$ cat src/rtl/dram_ctrl.sv
// dram_ctrl: turns single-word read/write requests into PRECHARGE/ACTIVATE/
// READ/WRITE pin sequences. The last activated row is kept open, so a request
// to that row goes straight to the column command.
//
// Request handshake: a request transfers on a clock edge where req_valid and
// req_ready are both high. req_ready is high only while the controller is idle.
// All request fields are captured on that edge and the inputs are ignored until
// the controller is idle again. Completion is a one-cycle resp_valid pulse.
module dram_ctrl #(
    parameter int T_RP  = 5,
    parameter int T_RCD = 5,
    parameter int T_WR  = 5,
    parameter int T_TO  = 64
) (
    input  logic        clk,
    input  logic        rst,
    input  logic        req_valid,
    output logic        req_ready,
    input  logic        req_write,
    input  logic [31:0] req_addr,
    input  logic [3:0]  req_wstrb,
    input  logic [31:0] req_wdata,
    output logic        resp_valid,
    output logic [31:0] resp_rdata,
    output logic        resp_err,
    output logic        DRAM_CSn,
    output logic        DRAM_RASn,
    output logic        DRAM_CASn,
    output logic [3:0]  DRAM_WEn,
    output logic [10:0] DRAM_A,
    output logic [31:0] DRAM_D,
    input  logic [31:0] DRAM_Q,
    input  logic        DRAM_valid,
    output logic [3:0]  dbg_state
);

    typedef enum logic [3:0] {
        IDLE     = 4'd0,
        PRE      = 4'd1,
        PRE_WAIT = 4'd2,
        ACT      = 4'd3,
        ACT_WAIT = 4'd4,
        CMD      = 4'd5,
        RWAIT    = 4'd6,
        WWAIT    = 4'd7,
        DONE     = 4'd8
    } state_t;

    // A wait state is left when the counter reaches its last value, giving
    // exactly T_x idle-pin cycles between commands.
    localparam logic [7:0] RP_LAST  = 8'(T_RP - 1);
    localparam logic [7:0] RCD_LAST = 8'(T_RCD - 1);
    localparam logic [7:0] WR_LAST  = 8'(T_WR - 1);
    localparam logic [7:0] TO_LAST  = 8'(T_TO - 1);

    state_t      state;
    state_t      next_state;
    logic [7:0]  cnt;
    logic        ready_en;
    logic        row_open;
    logic [10:0] open_row;

    logic        lat_write;
    logic [10:0] lat_row;
    logic [9:0]  lat_col;
    logic [3:0]  lat_wstrb;
    logic [31:0] lat_wdata;

    logic        accept;
    logic        hit;
    logic        cur_write;
    logic [10:0] cur_row;
    logic [9:0]  cur_col;
    logic [3:0]  cur_wstrb;
    logic [31:0] cur_wdata;

    logic        csn_nx;
    logic        rasn_nx;
    logic        casn_nx;
    logic [3:0]  wen_nx;
    logic [10:0] a_nx;
    logic [31:0] d_nx;

    // ready_en keeps req_ready low from reset until the first clock edge.
    assign req_ready  = ready_en && (state == IDLE);
    assign accept     = req_valid && req_ready;
    assign hit        = row_open && (req_addr[22:12] == open_row);
    assign resp_valid = (state == DONE);
    assign dbg_state  = state;

    // The command registered on the accept edge must see the live request;
    // later commands use the captured copy.
    assign cur_write = accept ? req_write       : lat_write;
    assign cur_row   = accept ? req_addr[22:12] : lat_row;
    assign cur_col   = accept ? req_addr[11:2]  : lat_col;
    assign cur_wstrb = accept ? req_wstrb       : lat_wstrb;
    assign cur_wdata = accept ? req_wdata       : lat_wdata;

    // Next-state logic: command states last one cycle, wait states count.
    always_comb begin
        next_state = state;
        case (state)
            IDLE:     if (accept) next_state = hit ? CMD : (row_open ? PRE : ACT);
            PRE:      next_state = PRE_WAIT;
            PRE_WAIT: if (cnt == RP_LAST) next_state = ACT;
            ACT:      next_state = ACT_WAIT;
            ACT_WAIT: if (cnt == RCD_LAST) next_state = CMD;
            CMD:      next_state = lat_write ? WWAIT : RWAIT;
            RWAIT:    if (DRAM_valid || (cnt == TO_LAST)) next_state = DONE;
            WWAIT:    if (cnt == WR_LAST) next_state = DONE;
            DONE:     next_state = IDLE;
            default:  next_state = IDLE;
        endcase
    end

    // Pin values for the cycle about to start, decoded from the next state.
    always_comb begin
        csn_nx  = 1'b1;
        rasn_nx = 1'b1;
        casn_nx = 1'b1;
        wen_nx  = 4'hF;
        a_nx    = '0;
        d_nx    = '0;
        case (next_state)
            PRE: begin
                csn_nx  = 1'b0;
                rasn_nx = 1'b0;
                wen_nx  = 4'h0;
            end
            ACT: begin
                csn_nx  = 1'b0;
                rasn_nx = 1'b0;
                a_nx    = cur_row;
            end
            CMD: begin
                csn_nx  = 1'b0;
                casn_nx = 1'b0;
                a_nx    = {1'b0, cur_col};
                if (cur_write) begin
                    wen_nx = ~cur_wstrb;
                    d_nx   = cur_wdata;
                end
            end
            default: ;
        endcase
    end

    // State register and wait counter (cleared on every state change).
    always_ff @(posedge clk or negedge rst) begin
        if (!rst) begin
            state    <= IDLE;
            cnt      <= '0;
            ready_en <= 1'b0;
        end else begin
            state    <= next_state;
            ready_en <= 1'b1;
            if (next_state != state)
                cnt <= '0;
            else if ((state == PRE_WAIT) || (state == ACT_WAIT) ||
                     (state == RWAIT) || (state == WWAIT))
                cnt <= cnt + 8'd1;
        end
    end

    // Request capture and open-row tracking.
    always_ff @(posedge clk or negedge rst) begin
        if (!rst) begin
            lat_write <= 1'b0;
            lat_row   <= '0;
            lat_col   <= '0;
            lat_wstrb <= '0;
            lat_wdata <= '0;
            row_open  <= 1'b0;
            open_row  <= '0;
        end else begin
            if (accept) begin
                lat_write <= req_write;
                lat_row   <= req_addr[22:12];
                lat_col   <= req_addr[11:2];
                lat_wstrb <= req_wstrb;
                lat_wdata <= req_wdata;
            end
            if (next_state == ACT) begin
                row_open <= 1'b1;
                open_row <= cur_row;
            end
        end
    end

    // Response data and timeout flag; rdata holds until the next good read.
    always_ff @(posedge clk or negedge rst) begin
        if (!rst) begin
            resp_rdata <= '0;
            resp_err   <= 1'b0;
        end else begin
            if ((state == RWAIT) && DRAM_valid)
                resp_rdata <= DRAM_Q;
            if ((next_state == DONE) && (state != DONE))
                resp_err <= (state == RWAIT) && !DRAM_valid;
        end
    end

    // Registered DRAM pins; reset forces them idle immediately.
    always_ff @(posedge clk or negedge rst) begin
        if (!rst) begin
            DRAM_CSn  <= 1'b1;
            DRAM_RASn <= 1'b1;
            DRAM_CASn <= 1'b1;
            DRAM_WEn  <= 4'hF;
            DRAM_A    <= '0;
            DRAM_D    <= '0;
        end else begin
            DRAM_CSn  <= csn_nx;
            DRAM_RASn <= rasn_nx;
            DRAM_CASn <= casn_nx;
            DRAM_WEn  <= wen_nx;
            DRAM_A    <= a_nx;
            DRAM_D    <= d_nx;
        end
    end

endmodule
$ cat config.mk
export PLATFORM = sky130hd
export DESIGN_NAME = dram_ctrl
export DESIGN_NICKNAME = d
export VERILOG_FILES = /design/src/rtl/dram_ctrl.sv
export SDC_FILE = /design/constraint.sdc
export NUM_CORES = 1
export LEC_CHECK = 0
export ABC_AREA = 1
export BUFFER_PORTS_ARGS = -buffer_cell sky130_fd_sc_hd__buf_2
export CORE_AREA = 2 2 121 123
export CTS_CLUSTER_SIZE = 40
export DETAILED_ROUTE_END_ITERATION = 8
export DIE_AREA = 0 0 123 125
export PLACE_DENSITY = 0.74
export REMOVE_ABC_BUFFERS = 1
export SLEW_MARGIN = 20
export SYNTH_ARGS = -nofsm -noshare
export SYNTH_HDL_FRONTEND = slang
export SYNTH_SLANG_ARGS = --single-unit
$ cat constraint.sdc
create_clock -name clk -period 2.95 [get_ports clk]
set_input_delay 0.1475 -clock clk [delete_from_list [all_inputs] [get_ports clk]]
set_output_delay 0.1475 -clock clk [all_outputs]
set_load 0.05 [all_outputs]
# Word-level counts from Yosys, hierarchy flattened
# Cells that the tools add are included.
[totals]
reg_bits = 166
latch_bits = 0
ramBits = 0
mem_bits_ro = 0
inputBits = 105
out_inout_bits = 89
memories = 0
[op_classes]
n_addsub = 1
multipliers = 0
n_div = 0
order_cmp = 0
eq_ne = 17
shifts = 0
mux = 24
bitwise = 1
n_reduce_logical = 15
[ops]
columns = ["operator", "n"]
rows = [
  ["32-bit 2-to-1 mux", 3],
  ["4-bit one-hot mux with 8 select lines", 1],
  ["4-bit 2-to-1 mux", 7],
  ["11-bit one-hot mux with 2 select lines", 1],
  ["4-bit by 3-bit equality test with 1-bit output, second input constant", 5],
  ["8-bit 2-to-1 mux", 2],
  ["4-bit by 2-bit equality test with 1-bit output, second input constant", 3],
  ["11-bit equality test", 1],
  ["11-bit 2-to-1 mux", 1],
  ["10-bit 2-to-1 mux", 1],
  ["8-bit by 1-bit adder with 8-bit output, second input constant", 1],
  ["4-bit by 1-bit equality test with 1-bit output, second input constant", 2],
  ["4-bit equality test, second input constant", 2],
  ["8-bit by 3-bit equality test with 1-bit output, second input constant", 1],
  ["8-bit by 6-bit equality test with 1-bit output, second input constant", 1],
  ["4-bit one-hot mux with 2 select lines", 1],
  ["1-bit logical AND", 6],
  ["1-bit 2-to-1 mux", 5],
  ["4-bit zero test", 1],
  ["1-bit logical OR", 4],
  ["4-bit inequality test", 1],
  ["4-bit inequality test, second input constant", 1],
  ["4-bit NOT", 1],
  ["3-bit 2-to-1 mux", 1],
  ["5 further kinds", 5],
]

# Logic depth before layout (Yosys ltp)
[logic_depth]
ltp_word = 8
depth_mapped = 13
mapped_depth_nobuf = 12

# Least setup slack after synthesis
# OpenSTA, ideal clock, no wires.
[synth_path]
path_type = "reg2out"
startpoint = "register state[3] (netlist: dbg_state[3])"
endpoint = "output resp_valid"
arrival_ps = 2329
required_ps = 2803
slack_ps = 474
stages_incl_launch_ff = 3
path_cell_list = "dfrtp_1 inv_1 nor4_1"
[synth_between]
elab_chain_len = 1
[synth_rtl]
columns = ["item", "line_no", "rtl"]
rows = [
  ["from (decl)", "56", "state_t state;"],
  ["from (signal assigned)", "155", "state <= next_state;"],
  ["4-bit equality test", "88", "assign resp_valid = (state == DONE);"],
  ["to (decl)", "23", "output logic resp_valid,"],
]
# No other way between the ends.

# Worst setup path after layout
[layout_path]
startpoint = "register state[0] (netlist: dbg_state[0])"
endpoint = "register open_row[3]"
[layout_between]
elab_chain_len = 6
[layout_rtl]
columns = ["item", "line_no", "rtl"]
rows = [
  ["4-bit zero test", "85, 102", ""],
  ["1-bit logical AND", "85", "assign req_ready = ready_en && (state == IDLE);"],
  ["1-bit logical AND", "86", "assign accept = req_valid && req_ready;"],
  ["4-bit 2-to-1 mux", "103", "IDLE: if (accept) next_state = hit ? CMD : (row_open ? PRE : ACT);"],
  ["4-bit one-hot mux with 8 select lines (*)", "102", "case (state)"],
  ["net next_state[1]", "57", "state_t next_state;"],
  ["4-bit by 2-bit equality test with 1-bit output (*)", "183", "if (next_state == ACT) begin"],
  ["to (signal assigned)", "185", "open_row <= cur_row;"],
  ["to (decl)", "61", "logic [10:0] open_row;"],
]
# Mark *: on every way through the listed nets, which the timed path passes. The rest lies on a longest branch.
# A chain may end at the register's enable or synchronous reset.

==> impl_metrics.csv <==
group,metric,value,unit
outcome,outcome,"completed",
sta,tightest_slew,0.894,ns
floorplan,die_h,125,um
clock_tree,cts.reportedPaths.clkPinSlew,0.06,ns
power,p_leak,5.01,nW
power,netSwitchingPower,3.86,mW
synthesis,netlist_top_cells_area,"dfrtp_1 (58%), nand2_1 (8.6%), mux2_2 (5.8%), inv_1 (5.6%), nor2_1 (3.5%)",
sta,rsz0062_at_grt,"false",
clock_tree,cts_made_buffers,17,
sta,period_minus_slack,2.61,ns
sta,max_freq,383,MHz
floorplan,rows,44,
drt,vias,5298,
grt,grt-ovfl-total,0,
grt,grtUsageTotal,21.0,%
critical_path,cp.arrival,2.96,ns
critical_path,crit_path_start_kind,"flop",
critical_path,startpoint,"dbg_state[0]$_DFF_PN0_",
synthesis,syn_avg_cell_area,9.77,um^2
synthesis,synth_cell_types,30,
critical_path,crit_type,"flop to flop",
floorplan,initial_core_util,48.0,%
clock_tree,tritoncts,"done",
synthesis,async_flop_share,100,%
critical_path,r2r_slack,0.34,ns
sta,timing.slew.headroom,40.1,%
power,combPwrFrac,40.6,%
drt,ant_nets,0,
clock_tree,cts_resized,0,
cells_and_area,nets,1053,
critical_path,worstPathRequired,3.30,ns
drt,routedWlPerCell,13.5,um
critical_path,endpoint_kind,"flop",
worst_hold_path,hold_path_class,"input port to flop",
power,finalPower,9.13,mW
clock_tree,cts.path.max_buffers,2,
clock_tree,ctsHtreeMaxLevel,4,
critical_path,worstRegToRegCells,11,
floorplan,io_pins,194,
drt,vias_per_cell,4.63,
flow_run,drv_cap,0,
synthesis,yosysSeqAreaShare,61.1,%
clock_tree,hold_buffers,62,
synthesis,yosysTopAreaCell,"dfrtp_1",
drt,first_pass_iters,4,
power,switching_share,42.2,%
grt,grt_max_degree,87,
clock_tree,cts_root_buf,"clkbuf_16",
cells_and_area,area_growth,33.4,%
power,power.density,1000,nW/um^2
synthesis,yosysTopAreaCellShare,58.4,%
power,clkPwrFrac,22.4,%
synthesis,synth_seq_cells,166,
place,io_buffers,182,
floorplan,dieArea,15400,um^2
grt,grt_pass1_wl,25.1,mm
critical_path,cp_max_fo,13,
clock_tree,cts.sinks,166,
synthesis,yosysMostFrequentCell,"dfrtp_1",
sta,fin_tns_setup,0,ns
synthesis,yosys_most_used_dff,"dfrtp_1",
clock_tree,postCtsSetupBuffers,0,
power,p_int,5.27,mW
critical_path,r2r_end,"open_row[3]$_DFFE_PN0N_",
grt,antenna_found_initial,1,
drt,drtIter0Drc,264,
synthesis,synth_common_cells,"dfrtp_1 (159), nand2_1 (157), inv_1 (101)",
place,gp_congestion,0.806,
cells_and_area,layout-drive-gt1-share,30.2,%
drt,drc,0,
critical_path,endpoint,"open_row[3]$_DFFE_PN0N_",
synthesis,synth_area,6820,um^2
sta,finalClockSkew,0.0171,ns
drt,totalWireLength,15.5,mm
critical_path,r2r-start,"dbg_state[0]$_DFF_PN0_",
floorplan,die_x,123,um
power,irDropWorstVdd,518,uV
sta,hold_viol_final,0,
sta,finalSetupViolCount,0,
power,p_seq_share,37.0,%
sta,layout_worst_path_cycle_share,88.5,%
sta,slew_viol_final,0,
synthesis,synth_warnings,0,
clock_tree,clock_latency,0.43,ns
synthesis,synthCells,698,
synthesis,synth_enable_flop_cells,0,
grt,grt_pass1_vias,5342,
floorplan,core_area,14200,um^2
place,hpwl,9.98,mm
through the flow:
step           hold slack [ns]  utilization [%]  std cells  cell area (um^2)  worst slack, ns
2_1_floorplan           -0.148                -        673              6680           0.0742
3_3_place_gp             0.257             55.8       1049              7920            0.359
3_5_place_dp             0.264             55.8       1049              7920            0.337
4_1_cts               0.000229             64.0       1143              9090            0.297
5_1_grt                 0.0107             64.0       1143              9090           0.0650
6_report                0.0116             64.0       1144              9090            0.339
metal layers:
layer	vias up	GRT usage [%]	part of all wire [%]
li1	2645	-	-
met1	2443	26.9	44
met5	-	0	0
met2	186	33.1	45
met4	0	7.55	2.2
met3	24	7.30	8.1
worst min-delay path by stage:
stage / depth (start not counted) / startpoint / slack, ns / endpoint
6_report: 2 / req_addr[13] / 0.01 / lat_row[1]$_DFF_PN0_
5_1_grt: 2 / req_addr[13] / 0.01 / lat_row[1]$_DFF_PN0_
4_1_cts: 2 / req_addr[14] / 0.0002 / lat_row[2]$_DFF_PN0_
3_5_place_dp: 1 / rst / 0.26 / resp_rdata[28]$_DFFE_PN0P_
3_3_place_gp: 1 / rst / 0.26 / resp_rdata[28]$_DFFE_PN0P_
2_1_floorplan: 0 / rst / -0.15 / DRAM_A[0]$_DFF_PN0_
registers in the layout (all words and copies together), names as in the netlist:
name / flops
DRAM_A: 11
DRAM_CASn: 1
DRAM_CSn: 1
DRAM_D: 32
DRAM_RASn: 1
DRAM_WEn: 4
cnt: 8
dbg_state: 4
lat_col: 10
lat_row: 11
lat_wdata: 32
lat_write: 1
lat_wstrb: 4
open_row: 11
ready_en: 1
resp_err: 1
resp_rdata: 32
row_open: 1
final cells by class:
| type | count | area (um^2) |
|---|---|---|
| fillers | 1126 | 5110 |
| flip-flops and latches | 166 | 4160 |
| multi-input cells | 405 | 2140 |
| repair buffers | 254 | 1630 |
| clock buffers | 19 | 453 |
| inverters | 102 | 383 |
| well taps | 184 | 230 |
| clock inverters | 13 | 98.8 |
| diodes | 1 | 2.50 |
logic make-up after synthesis:
| logic type | count (synthesis) | synth area share (%) |
|---|---|---|
| XOR/XNOR | 5 | 0.642 |
| AND/OR/NAND/NOR | 307 | 20.0 |
| AO/OA/AOI/OAI | 55 | 4.53 |
| multiplexers | 35 | 5.78 |
| buffers and inverters | 127 | 7.56 |
| other | 1 | 0.0550 |
| adder cells (fa/ha/maj) | 2 | 0.367 |
| flip-flops | 166 | 61.1 |
worst max-delay path: stages, from the launching register on:
cell and delay [ns]:
dfrtp_1 0.45, nor2_2 0.20, nand2_2 0.11, nor2_8 0.20, nand3_1 0.10, nand2_1 0.07, nand2_1 0.07, nand2_4 0.11
nand2_2 0.18, nor2_1 0.74, nand2_1 0.19, nand2_1 0.12
power groups by stage:
stage	clock (mW)	combinational [mW]	sequential, mW
3_5_place_dp	0	3.64	3.41
2_1_floorplan	0	1.53	4.58
6_report	2.05	3.71	3.38
3_3_place_gp	0	3.59	3.38
4_1_cts	2.11	3.71	3.37
5_1_grt	2.20	4.08	3.46
placed cells by master, fill, tap and decap left out, types with 3 or more instances in the layout:
cell type and n:
and2_1 15, buf_2 181, buf_4 9, clkbuf_16 17
clkinv_2 3, clkinvlp_4 5, dfrtp_1 159, dfstp_2 7
dlygate4sd3_1 62, inv_1 101, mux2_2 35, nand2_1 157
nand2_2 3, nand2_4 3, nand3_1 47, nor2_1 63
nor2_2 13, o21ai_0 39, o21bai_1 11, xor2_1 5
No activity file was read; power rests on OpenSTA's default activity.
